## config.mk

```make
export PLATFORM = sky130hd
export DESIGN_NAME = eth_tx_arbiter_flat
export DESIGN_NICKNAME = d
export VERILOG_FILES = /design/src/rtl/eth_tx_arbiter_if.sv /design/src/rtl/eth_tx_arbiter.sv /design/src/flat_wrapper.sv
export SDC_FILE = /design/constraint.sdc
export NUM_CORES = 1
export LEC_CHECK = 0
export ABC_CLOCK_PERIOD_IN_PS = 9800
export BUFFER_PORTS_ARGS = -buffer_cell sky130_fd_sc_hd__buf_2
export CAP_MARGIN = 5
export CELL_PAD_IN_SITES_DETAIL_PLACEMENT = 1
export CELL_PAD_IN_SITES_GLOBAL_PLACEMENT = 1
export CORE_ASPECT_RATIO = 0.75
export CORE_MARGIN = 2
export CORE_UTILIZATION = 30
export CTS_BUF_LIST = sky130_fd_sc_hd__clkbuf_8
export CTS_CLUSTER_DIAMETER = 150
export CTS_CLUSTER_SIZE = 14
export DETAILED_ROUTE_END_ITERATION = 16
export PLACE_DENSITY_LB_ADDON = 0.1
export SLEW_MARGIN = 10
export SYNTH_ARGS = -nofsm -noshare
export SYNTH_HDL_FRONTEND = slang
export SYNTH_SLANG_ARGS = --single-unit
```

## constraint.sdc

```tcl
create_clock -name aclk -period 9.8 [get_ports aclk]
set_clock_uncertainty 0.05 [all_clocks]
set_input_delay 1.47 -clock aclk [delete_from_list [all_inputs] [get_ports aclk]]
set_output_delay 1.47 -clock aclk [all_outputs]
set_load 0.05 [all_outputs]
```

## src/rtl/eth_tx_arbiter_if.sv

```systemverilog
// ============================================================================
// Module      : eth_tx_arbiter_if
// Description : Request/grant and TX-chain signals between the reply engines,
//               the TX header/MAC chain and the round-robin TX arbiter.
// Revision    : 1.0
// ============================================================================
`default_nettype none

interface eth_tx_arbiter_if #(
    parameter int NUM_REQ = 3
);
    localparam int c_SEL_W = $clog2(NUM_REQ);

    logic [NUM_REQ-1:0] req;
    logic               frame_done;
    logic [NUM_REQ-1:0] start;
    logic               tx_start;
    logic [c_SEL_W-1:0] sel;
    logic               busy;
    logic               abort;

    modport master (
        input  req,
        input  frame_done,
        output start,
        output tx_start,
        output sel,
        output busy,
        output abort
    );

    modport slave (
        output req,
        output frame_done,
        input  start,
        input  tx_start,
        input  sel,
        input  busy,
        input  abort
    );
endinterface

`default_nettype wire

```

## src/rtl/eth_tx_arbiter.sv

```systemverilog
// ============================================================================
// Module      : eth_tx_arbiter
// Description : Round-robin scheduler sharing the Ethernet TX path between
//               protocol reply engines, with an enforced inter-frame gap.
//               Optional ACTIVE watchdog enabled by ETH_TX_ARB_WATCHDOG_EN.
// Revision    : 1.0
// ============================================================================
`default_nettype none

module eth_tx_arbiter #(
    parameter int NUM_REQ        = 3,
    parameter int GAP_CYCLES     = 12,
    parameter int TIMEOUT_CYCLES = 4096
) (
    input  wire logic          aclk,
    input  wire logic          areset,
    eth_tx_arbiter_if.master   bus
);

    localparam int c_SEL_W = $clog2(NUM_REQ);
    localparam int c_GAP_W = $clog2(GAP_CYCLES + 1);

    typedef enum logic [1:0] {
        S_IDLE   = 2'd0,
        S_GRANT  = 2'd1,
        S_ACTIVE = 2'd2,
        S_GAP    = 2'd3
    } state_t;

    state_t             r_state;
    state_t             w_state_nxt;
    logic [NUM_REQ-1:0] r_start;
    logic [NUM_REQ-1:0] w_start_nxt;
    logic               r_tx_start;
    logic               w_tx_start_nxt;
    logic [c_SEL_W-1:0] r_sel;
    logic [c_SEL_W-1:0] w_sel_nxt;
    logic [c_SEL_W-1:0] r_last;
    logic [c_SEL_W-1:0] w_last_nxt;
    logic               r_busy;
    logic               w_busy_nxt;
    logic [c_GAP_W-1:0] r_gap_cnt;
    logic [c_GAP_W-1:0] w_gap_cnt_nxt;

    logic               w_found;
    logic [c_SEL_W-1:0] w_pick;
    int                 w_best_dist;

`ifdef ETH_TX_ARB_WATCHDOG_EN
    localparam int c_WD_W = $clog2(TIMEOUT_CYCLES);

    logic [c_WD_W-1:0]  r_wd_cnt;
    logic [c_WD_W-1:0]  w_wd_cnt_nxt;
    logic               r_abort;
    logic               w_abort_nxt;
`endif

    // Round-robin pick: the requester with the smallest forward distance from
    // the one after the last grant wins.
    always_comb begin
        w_found     = 1'b0;
        w_pick      = '0;
        w_best_dist = NUM_REQ;
        for (int i = 0; i < NUM_REQ; i++) begin
            if (bus.req[i] &&
                (((i + 2 * NUM_REQ - int'(r_last) - 1) % NUM_REQ) < w_best_dist)) begin
                w_best_dist = (i + 2 * NUM_REQ - int'(r_last) - 1) % NUM_REQ;
                w_pick      = c_SEL_W'(i);
                w_found     = 1'b1;
            end
        end
    end

    always_comb begin
        w_state_nxt    = r_state;
        w_start_nxt    = '0;
        w_tx_start_nxt = 1'b0;
        w_sel_nxt      = r_sel;
        w_last_nxt     = r_last;
        w_busy_nxt     = r_busy;
        w_gap_cnt_nxt  = r_gap_cnt;
`ifdef ETH_TX_ARB_WATCHDOG_EN
        w_wd_cnt_nxt   = r_wd_cnt;
        w_abort_nxt    = 1'b0;
`endif
        case (r_state)
            S_IDLE: begin
                if (w_found) begin
                    w_state_nxt    = S_GRANT;
                    w_sel_nxt      = w_pick;
                    w_last_nxt     = w_pick;
                    w_start_nxt    = NUM_REQ'(1) << w_pick;
                    w_tx_start_nxt = 1'b1;
                    w_busy_nxt     = 1'b1;
                end
            end
            S_GRANT: begin
                w_state_nxt = S_ACTIVE;
`ifdef ETH_TX_ARB_WATCHDOG_EN
                w_wd_cnt_nxt = '0;
`endif
            end
            S_ACTIVE: begin
                if (bus.frame_done) begin
                    w_state_nxt   = S_GAP;
                    w_gap_cnt_nxt = c_GAP_W'(GAP_CYCLES - 1);
`ifdef ETH_TX_ARB_WATCHDOG_EN
                end else if (r_wd_cnt == c_WD_W'(TIMEOUT_CYCLES - 1)) begin
                    w_state_nxt   = S_GAP;
                    w_gap_cnt_nxt = c_GAP_W'(GAP_CYCLES - 1);
                    w_abort_nxt   = 1'b1;
                end else begin
                    w_wd_cnt_nxt  = r_wd_cnt + c_WD_W'(1);
`endif
                end
            end
            S_GAP: begin
                if (r_gap_cnt == '0) begin
                    w_state_nxt = S_IDLE;
                    w_busy_nxt  = 1'b0;
                end else begin
                    w_gap_cnt_nxt = r_gap_cnt - c_GAP_W'(1);
                end
            end
            default: begin
                w_state_nxt = S_IDLE;
                w_busy_nxt  = 1'b0;
            end
        endcase
    end

    // Last-grant pointer resets to the top requester so req[0] wins first.
    always_ff @(posedge aclk or posedge areset) begin
        if (areset) begin
            r_state    <= S_IDLE;
            r_start    <= '0;
            r_tx_start <= 1'b0;
            r_sel      <= '0;
            r_last     <= c_SEL_W'(NUM_REQ - 1);
            r_busy     <= 1'b0;
            r_gap_cnt  <= '0;
        end else begin
            r_state    <= w_state_nxt;
            r_start    <= w_start_nxt;
            r_tx_start <= w_tx_start_nxt;
            r_sel      <= w_sel_nxt;
            r_last     <= w_last_nxt;
            r_busy     <= w_busy_nxt;
            r_gap_cnt  <= w_gap_cnt_nxt;
        end
    end

`ifdef ETH_TX_ARB_WATCHDOG_EN
    always_ff @(posedge aclk or posedge areset) begin
        if (areset) begin
            r_wd_cnt <= '0;
            r_abort  <= 1'b0;
        end else begin
            r_wd_cnt <= w_wd_cnt_nxt;
            r_abort  <= w_abort_nxt;
        end
    end

    assign bus.abort = r_abort;
`else
    // Without the watchdog TIMEOUT_CYCLES has no effect; this scope only marks
    // an out-of-range setting.
    if (TIMEOUT_CYCLES < 2) begin : g_timeout_out_of_range
    end

    assign bus.abort = 1'b0;
`endif

    assign bus.start    = r_start;
    assign bus.tx_start = r_tx_start;
    assign bus.sel      = r_sel;
    assign bus.busy     = r_busy;

endmodule

`default_nettype wire
```

## src/flat_wrapper.sv

```systemverilog
// flat-port wrapper written by rule: the top's interface ports become plain ports
module eth_tx_arbiter_flat 
#(
    parameter int NUM_REQ        = 3,
    parameter int GAP_CYCLES     = 12,
    parameter int TIMEOUT_CYCLES = 4096
)
  (aclk, areset, bus_req, bus_frame_done, bus_start, bus_tx_start, bus_sel, bus_busy, bus_abort);
  eth_tx_arbiter_if #(.NUM_REQ(NUM_REQ)) bus_i ();
  input  wire logic aclk;
  input  wire logic areset;
  input wire logic [$bits(bus_i.req)-1:0] bus_req;
  input wire logic [$bits(bus_i.frame_done)-1:0] bus_frame_done;
  output wire logic [$bits(bus_i.start)-1:0] bus_start;
  output wire logic [$bits(bus_i.tx_start)-1:0] bus_tx_start;
  output wire logic [$bits(bus_i.sel)-1:0] bus_sel;
  output wire logic [$bits(bus_i.busy)-1:0] bus_busy;
  output wire logic [$bits(bus_i.abort)-1:0] bus_abort;
  assign bus_i.req = bus_req;
  assign bus_i.frame_done = bus_frame_done;
  assign bus_start = bus_i.start;
  assign bus_tx_start = bus_i.tx_start;
  assign bus_sel = bus_i.sel;
  assign bus_busy = bus_i.busy;
  assign bus_abort = bus_i.abort;
  eth_tx_arbiter #(.NUM_REQ(NUM_REQ), .GAP_CYCLES(GAP_CYCLES), .TIMEOUT_CYCLES(TIMEOUT_CYCLES)) u_core (.aclk(aclk), .areset(areset), .bus(bus_i));
endmodule
```

==> results_dict.tcl <==
set metrics [dict create \
    outcome "finished, final reports clean" \
    viasPerCell 5.66 \
    antenna_found_initial 0 \
    cts_tree "yes" \
    crit_path_end_kind "flip-flop" \
    slew_violations 0 \
    track_usage 0.174 \
    drive_gt1_frac 0.104 \
    synth_top_area_cell "ha_1" \
    worstSetupPathType "flip-flop to flip-flop" \
    r2r_setup_slack_ps 810 \
    dp_hpwl_mm 9.23 \
    dieArea_um2 14300 \
    clockBufferDepth 2 \
    r2r-end "u_core.r_state[1]$_DFFE_PP0P_" \
    clockRootBuffer "clkbuf_8" \
    num-nets-final 607 \
    numPortBuffers 12 \
    min_period_ps 8990 \
    row_count 36 \
    initial_utilization 0.308 \
    fin_setup_tns_ps 0 \
    cpMostUsedCell "ha_1" \
    synth_cells 525 \
    synth_edf_count 0 \
    die_h_um 104 \
    drtPass1Iterations 4 \
    coreArea_um2 13000 \
    ios 14 \
    path_clk_slew_ps 60 \
    drt_iter0_markers 139 \
    synth_top_cells_by_area "ha_1 (26%), dfrtp_1 (8.1%), a21oi_1 (7.3%)" \
    critPathRequiredTime_ps 9880 \
    start_kind "flip-flop" \
    ys_ff_latch 14 \
    hold_viol 0 \
    clk_latency_ps 250 \
    whs_endpoint "u_core.bus.sel[1]$_DFFE_PP0P_" \
    critPathSlowestCell "dfstp_2" \
    place_congestion 0.834 \
    netlist_area_um2 3990 \
    fp.dieW_um 137 \
    drt-total-wl_mm 12.1 \
    whs_ps 430 \
    rsz0062_at_grt "no" \
    holdPathStages 1 \
    relSlewSlack 0.543 \
    htreeDepth 1 \
    antenna_cells 0 \
    drc 0 \
    path_max_fanout 15 \
    maxCapViolations 0 \
    synth_ff_type "dfrtp_1" \
    grt_first_pass_wirelength_mm 20.5 \
    grt_pass1_vias 3913 \
    postRouteAntennaNets 0 \
    grt_max_degree 58 \
    grt-ovfl-total 0 \
    yosys_warnings 0 \
    cp.arrival_ps 9080 \
    synth.avg_cell_area_um2 7.60 \
    ys_async_sr_fraction 1.00 \
    synth_top_area_share 0.260 \
    cp_slowest_stage_delay_ps 580 \
    area_growth_pct 7.11 \
    worst_pin_slew_ps 686 \
    hold_class "flip-flop to flip-flop" \
    rr_worst_depth 36 \
    cts_inserted_buffers 3 \
    fill_cells 1607 \
    worstHoldStart "u_core.bus.sel[1]$_DFFE_PP0P_" \
    setup_viol 0 \
    clkSinkCount 14 \
    finalCritPeriodShare 0.918 \
    reg2reg_from "u_core.r_last[1]$_DFFE_PP1P_" \
    synthDistinctLibCells 70 \
    holdBufCountCts 0 \
    ys_seq_area_frac 0.0881 \
    wire_per_inst_um 17.5 \
    num_vias 3891 \
    synth_nets 614 \
    max_freq_mhz 111 \
]
==> state kept, by name, indices dropped and copies added (netlist names) <==
name                 cells
u_core.bus.sel           1
u_core.r_gap_cnt         4
u_core.bus.start         3
u_core.bus.tx_start      1
u_core.bus.busy          1
u_core.r_state           2
u_core.r_last            2
==> synth_stat cells (8+ instances only) <==
master	n
clkbuf_1	31
o21ai_0	27
o31ai_1	16
a21o_1	13
nand2_1	35
a21oi_1	58
xnor2_1	8
nand2b_1	10
inv_1	20
ha_1	83
o21bai_1	18
a31oi_1	16
o2111ai_1	15
nand4_1	10
dfrtp_1	13
nor2_1	40
a211oi_1	11
==> cells by family after synthesis <==
logic type	Yosys count	synth area share
other cells	1	0.000939
simple gates	128	0.158
flops	14	0.0881
xor+xnor	11	0.0241
compound gates	218	0.380
fa+ha+maj	84	0.263
buf+inv	61	0.0639
mux	8	0.0222
==> worst max-delay path: cells and delay by family, from the launching register on <==
kind                       cells  cell delay, ps
buffers and inverters          4             890
muxes                          2             650
and+or+nand+nor                9            1080
xor gates and xnor gates       1             100
AOI/OAI and AO/OA             15            3890
DFF                            1             580
adders and majority gates      5            1610
==> through the flow <==
| stage | setup WS, ps | util | std cells | instance area [um^2] |
|---|---|---|---|---|
| 6_report | 807 | 0.330 | 688 | 4280 |
| 5_1_grt | 18.3 | 0.330 | 688 | 4280 |
| 2_1_floorplan | 1310 | - | 525 | 3990 |
| 3_3_place_gp | 817 | 0.324 | 682 | 4200 |
| 4_1_cts | 618 | 0.328 | 686 | 4260 |
| 3_5_place_dp | 678 | 0.324 | 682 | 4200 |
==> layout make-up <==
class | count | area [um^2] | share of cell area
repair buffers | 27 | 173 | 0.0404
well taps | 171 | 214 | 0.0500
flip-flops and latches | 14 | 352 | 0.0822
clock buffers | 4 | 55.1 | 0.0129
multi-input cells | 450 | 3400 | 0.795
inverters | 22 | 82.6 | 0.0193
==> layout by cell type (no fill, tap or decap), drive strengths merged, types with 12 or more instances in the layout <==
cell	Yosys	routed
o21ai	29	29
nand2	35	35
dfrtp	13	13
o31ai	16	16
inv	22	22
buf	8	27
a21o	13	13
ha	83	83
o2111ai	15	15
o21bai	18	18
a21oi	60	60
nor2	40	40
a211oi	12	12
a31oi	16	16
==> routing by layer <==
layer  vias to the layer above  track usage  part of all wire
li1                       1993            -                 -
met1                      1849        0.276              0.56
met3                        11      0.00634             0.015
met2                        38        0.263              0.42
met4                         0       0.0243            0.0089
met5                         -            0                 0
==> worst max path at each step <==
stage                                             from                             to  slack, ps
after detailed placement  u_core.r_last[1]$_DFFE_PP1P_  u_core.r_state[1]$_DFFE_PP0P_        680
after floorplan           u_core.r_last[0]$_DFFE_PP0P_  u_core.r_state[1]$_DFFE_PP0P_       1310
after global routing      u_core.r_last[1]$_DFFE_PP1P_    u_core.bus.busy$_DFFE_PP0P_         20
final                     u_core.r_last[1]$_DFFE_PP1P_  u_core.r_state[1]$_DFFE_PP0P_        810
after global placement    u_core.r_last[1]$_DFFE_PP1P_  u_core.r_state[1]$_DFFE_PP0P_        820
after CTS                 u_core.r_last[1]$_DFFE_PP1P_  u_core.r_state[1]$_DFFE_PP0P_        620
==> what timing repair did <==
| item | in CTS | in global routing |
|---|---|---|
| endpoints found under the hold margin | 0 | 0 |
| endpoints found under the setup margin | 0 | 9 |
| gates resized for setup | 0 | 2 |
| setup buffers | 0 | 2 |
Power is not shown: default switching activity piles up to over one toggle a cycle in this logic, so the estimate is an artifact.
